### src/rtl/mux_rr.sv
// N-channel valid/ready multiplexer with a registered output stage.
// Selection is either a fixed channel index or round-robin across requesters.
module mux_rr #(
  parameter int WIDTH = 8,
  parameter int N     = 4,
  localparam int SELW = (N > 2) ? $clog2(N) : 1
) (
  input  logic                 clk,
  input  logic                 rst_n,
  input  logic                 mode,
  input  logic [SELW-1:0]      sel,
  input  logic [N-1:0]         in_valid,
  output logic [N-1:0]         in_ready,
  input  logic [N*WIDTH-1:0]   in_data,
  output logic                 out_valid,
  input  logic                 out_ready,
  output logic [WIDTH-1:0]     out_data,
  output logic [SELW-1:0]      out_sel
);

  localparam logic [SELW-1:0] LAST  = SELW'(N - 1);
  localparam logic [SELW:0]   N_EXT = (SELW + 1)'(N);

  logic [SELW-1:0]  ptr;
  logic             accept;
  logic             grant_valid;
  logic [SELW-1:0]  grant_idx;
  logic [SELW-1:0]  cand;
  logic [WIDTH-1:0] chan [N];

  assign accept = !out_valid || out_ready;

  genvar gi;
  generate
    for (gi = 0; gi < N; gi++) begin : g_chan
      assign chan[gi] = in_data[gi*WIDTH +: WIDTH];
      // rst_n gating keeps every ready low while reset is held
      assign in_ready[gi] = rst_n && accept && grant_valid && (grant_idx == SELW'(gi));
    end
  endgenerate

  always_comb begin
    grant_valid = 1'b0;
    grant_idx   = '0;
    cand        = ptr;
    if (!mode) begin
      if (({1'b0, sel} < N_EXT) && in_valid[sel]) begin
        grant_valid = 1'b1;
        grant_idx   = sel;
      end
    end else begin
      // Walk ptr, ptr+1, ... modulo N; the first requester found wins
      for (int k = 0; k < N; k++) begin
        if (!grant_valid && in_valid[cand]) begin
          grant_valid = 1'b1;
          grant_idx   = cand;
        end
        cand = (cand == LAST) ? '0 : cand + SELW'(1);
      end
    end
  end

  always_ff @(posedge clk or negedge rst_n) begin
    if (!rst_n) begin
      out_valid <= 1'b0;
      out_data  <= '0;
      out_sel   <= '0;
      ptr       <= '0;
    end else if (accept) begin
      if (grant_valid) begin
        out_valid <= 1'b1;
        out_data  <= chan[grant_idx];
        out_sel   <= grant_idx;
        if (mode) begin
          ptr <= (grant_idx == LAST) ? '0 : grant_idx + SELW'(1);
        end
      end else begin
        out_valid <= 1'b0;
      end
    end
  end

endmodule

### config.mk
export PLATFORM = sky130hd
export DESIGN_NAME = mux_rr
export DESIGN_NICKNAME = d
export VERILOG_FILES = /design/src/rtl/mux_rr.sv
export SDC_FILE = /design/constraint.sdc
export NUM_CORES = 1
export LEC_CHECK = 0
export BUFFER_PORTS_ARGS = -buffer_cell sky130_fd_sc_hd__clkbuf_2
export CAP_MARGIN = 15
export CORE_MARGIN = 2
export CORE_UTILIZATION = 54
export CTS_BUF_LIST = sky130_fd_sc_hd__clkbuf_2 sky130_fd_sc_hd__clkbuf_4 sky130_fd_sc_hd__clkbuf_8
export CTS_CLUSTER_SIZE = 12
export DETAILED_ROUTE_END_ITERATION = 10
export PLACE_DENSITY = 0.88
export REMOVE_ABC_BUFFERS = 1
export SYNTH_ARGS = -nofsm -noshare
export SYNTH_HDL_FRONTEND = slang
export SYNTH_SLANG_ARGS = --single-unit
### constraint.sdc
create_clock -name clk -period 6.63 [get_ports clk]
set_clock_uncertainty 0.2 [all_clocks]
set_input_delay 0.9945 -clock clk [delete_from_list [all_inputs] [get_ports clk]]
set_output_delay 0.9945 -clock clk [all_outputs]
set_load 0.005 [all_outputs]
==> impl_metrics.tcl <==
set metrics [dict create \
    outcome "finished clean" \
    setup_viol 0 \
    grt_antenna_before_repair 0 \
    synthTopCellsByArea "dfrtp_1 24%, mux2i_1 15%, a22oi_1 7.7%" \
    syn_area_um2 1371 \
    power.internal_uw 365.2 \
    slowest_delay_ps 770 \
    num-fill-cells 216 \
    core-area_um2 2432 \
    final.setup.tns_ps 0 \
    overflow 0 \
    slowest_stage "a2bb2oi_1" \
    place.gp.congestion 0.7765 \
    seq_area_frac_synth 0.2372 \
    path_class "flop to primary output" \
    worst_slack_ps 1509 \
    crit_chain "ha_1, a221oi_1, a31o_2, o21ai_0, o21ai_0, a2bb2oi_1, inv_1, ha_1, and3_1, clkbuf_2" \
    ir_drop_mv 0.2776 \
    fp.dieW_um 54.40 \
    tritoncts "yes" \
    timing.rr.start "ptr[0]" \
    grt_use_total 0.2629 \
    portBuffers 56 \
    startpoint_type "flop" \
    regArea_um2 325.3 \
    num_vias 1451 \
    rrSetupSlack_ps 2720 \
    num_io_pins 57 \
    critPathArrivalTime_ps 3930 \
    ys_warn_count 0 \
    grt.busiest_layer "met2" \
    final_cell_area_um2 1665 \
    p_sw_uw 327.2 \
    path_max_fanout 16 \
    clockBufferDepth 2 \
    dr.pass1.iters 4 \
    place_ws_ps 1804 \
    worstHoldStart "out_sel[0]" \
    hold_depth 2 \
    clock_sinks 13 \
    required_ps 5440 \
    grt_start_max_net_pins 20 \
    met2_usage 0.4518 \
    async_reset_ff_frac 1.000 \
    grtUsageMet1 0.3367 \
    grt_pass1_vias 1258 \
    hold_viol 0 \
    ys_seq_elements 13 \
    nets 256 \
    slew-limit-headroom 0.3895 \
    netlist-cell-type-count 37 \
    drv_slew 0 \
    ctsHoldBuffers 0 \
    rows 18 \
    antenna_left 0 \
    max_freq_mhz 195.3 \
    p_leak_nw 0.8636 \
    dieArea_um2 2959 \
    synth_edf_count 0 \
    use_met3 0.05464 \
    min_to "out_sel[0]" \
    p_clk_frac 0.080 \
    crit_path_end_kind "primary output" \
    drt_iter0_markers 53 \
    swShare 0.4726 \
    wire_per_inst_um 15.66 \
    cts_resized 0 \
    wl_um 3726 \
    syn-instance-count 158 \
    p_seq_frac 0.228 \
    clk_latency_ps 280 \
    power_density_nw_per_um2 415.8 \
    start_util 0.5638 \
    drc 0 \
    reg2regPathDepth 8 \
    synth_top_area_cell "dfrtp_1" \
    cts.clk_slew.worst_paths_ps 80 \
    multi_input_area_um2 973.4 \
    finalCriticalPeriod_ps 5121 \
    dpl_cell_area_um2 1635 \
    grt_first_pass_wirelength_um 5685 \
    drive_gt1_frac 0.3750 \
    hpwl_um 2862 \
    p_comb_frac 0.691 \
    vias_per_cell 6.097 \
    cts_buffers 3 \
    rsz0062_at_grt "false" \
    die_y_um 54.40 \
    worst_pin_slew_ps 912.2 \
    antenna_cells 0 \
    h-tree-depth 1 \
    max_cap_violations 0 \
    area_delta_synth_final_pct 21.44 \
    post-cts-setup-buffers 0 \
    yosysTopAreaCellShare 0.2372 \
    root_buffer "clkbuf_4" \
    hold_slack_ps 303.5 \
    avgSynthCellArea_um2 8.679 \
    min_path_type "flop to flop" \
    reg2reg_to "ptr[1]" \
    synthFlopType "dfrtp_1" \
    fin_crit_sh 0.7724 \
]
-- kinds of logic (layout without fill, tap and decap cells) --
group           count (synthesis)  after routing  synth area share
fa+ha+maj                       5              5           0.04562
flops                          13             13            0.2372
mux                            28             28            0.2117
xor+xnor                        1              1          0.006388
compound gates                 52             52            0.2847
simple gates                   44             44            0.1615
buf+inv                        15             65           0.05292
-- cells in the mapped netlist (2+ instances only) --
cell type / count
nand2_1: 10
nor2b_1: 4
mux2_2: 7
and3_1: 8
mux2i_1: 20
o211ai_1: 2
ha_1: 5
o21ai_0: 9
a22oi_1: 14
inv_1: 5
o221ai_1: 2
nor2_1: 11
dfrtp_1: 13
a31o_2: 8
buf_6: 2
a31oi_1: 2
nand2b_1: 7
a21oi_1: 4
clkbuf_1: 7
-- final cells by class --
cell class / count / share of cell area
Timing Repair Buffer: 56 / 0.1683
Multi-Input combinational cell: 130 / 0.5845
Clock buffer: 4 / 0.01803
Inverter: 5 / 0.01127
Sequential cell: 13 / 0.1953
Tap cell: 30 / 0.02254
-- sequential cells by signal, summed over array words and instances (netlist names) --
name	cells
out_data	8
out_valid	1
ptr	2
out_sel	2
-- worst max-delay path by stage --
stage | slack, ps | startpoint | endpoint | depth (start not counted)
floorplan | 2370 | in_valid[0] | in_ready[2] | 7
detailed placement | 1800 | in_valid[0] | in_ready[2] | 9
finish | 1510 | ptr[0] | in_ready[1] | 10
global route | 1150 | ptr[0] | in_ready[1] | 10
CTS | 1560 | ptr[0] | in_ready[1] | 10
global placement | 1900 | in_valid[0] | in_ready[2] | 9
-- power by group through the flow --
stage / registers, mW / logic [mW] / clock network (mW)
after detailed placement: 0.157 / 0.475 / 0
after CTS: 0.156 / 0.477 / 0.0560
after global routing: 0.163 / 0.534 / 0.0608
after global placement: 0.153 / 0.454 / 0
final: 0.158 / 0.479 / 0.0556
after floorplan: 0.151 / 0.343 / 0
-- cell usage in the layout (no fill, tap or decap), types with 5 or more instances in the layout --
| cell type | count |
|---|---|
| clkbuf_2 | 56 |
| nand2b_1 | 7 |
| ha_1 | 5 |
| mux2_2 | 7 |
| a31o_2 | 8 |
| a22oi_1 | 14 |
| dfrtp_1 | 13 |
| o21ai_0 | 9 |
| nor2_1 | 11 |
| mux2i_1 | 20 |
| and3_1 | 8 |
| inv_1 | 5 |
| nand2_1 | 10 |
-- worst max-delay path, delay by kind of cell, from the launching register on --
| kind | cells | cell delay [ps] |
|---|---|---|
| DFF | 1 | 660 |
| buffers and inverters | 2 | 290 |
| adders and majority gates | 2 | 710 |
| AOI/OAI and AO/OA | 5 | 1830 |
| and+or+nand+nor | 1 | 150 |
-- per-layer routing --
metal | part of all wire | vias up
met5 | 0 | -
met4 | 0.0081 | 0
met3 | 0.086 | 4
met2 | 0.51 | 69
met1 | 0.40 | 675
li1 | - | 703
-- through the flow --
stage | util | cells | total power, mW
2_1_floorplan | - | 148 | 0.4944
5_1_grt | 0.6847 | 238 | 0.7574
3_3_place_gp | 0.6723 | 234 | 0.6076
3_5_place_dp | 0.6723 | 234 | 0.6322
4_1_cts | 0.6847 | 238 | 0.6891
6_report | 0.6847 | 238 | 0.6924
(Power assumes the default switching activity.)
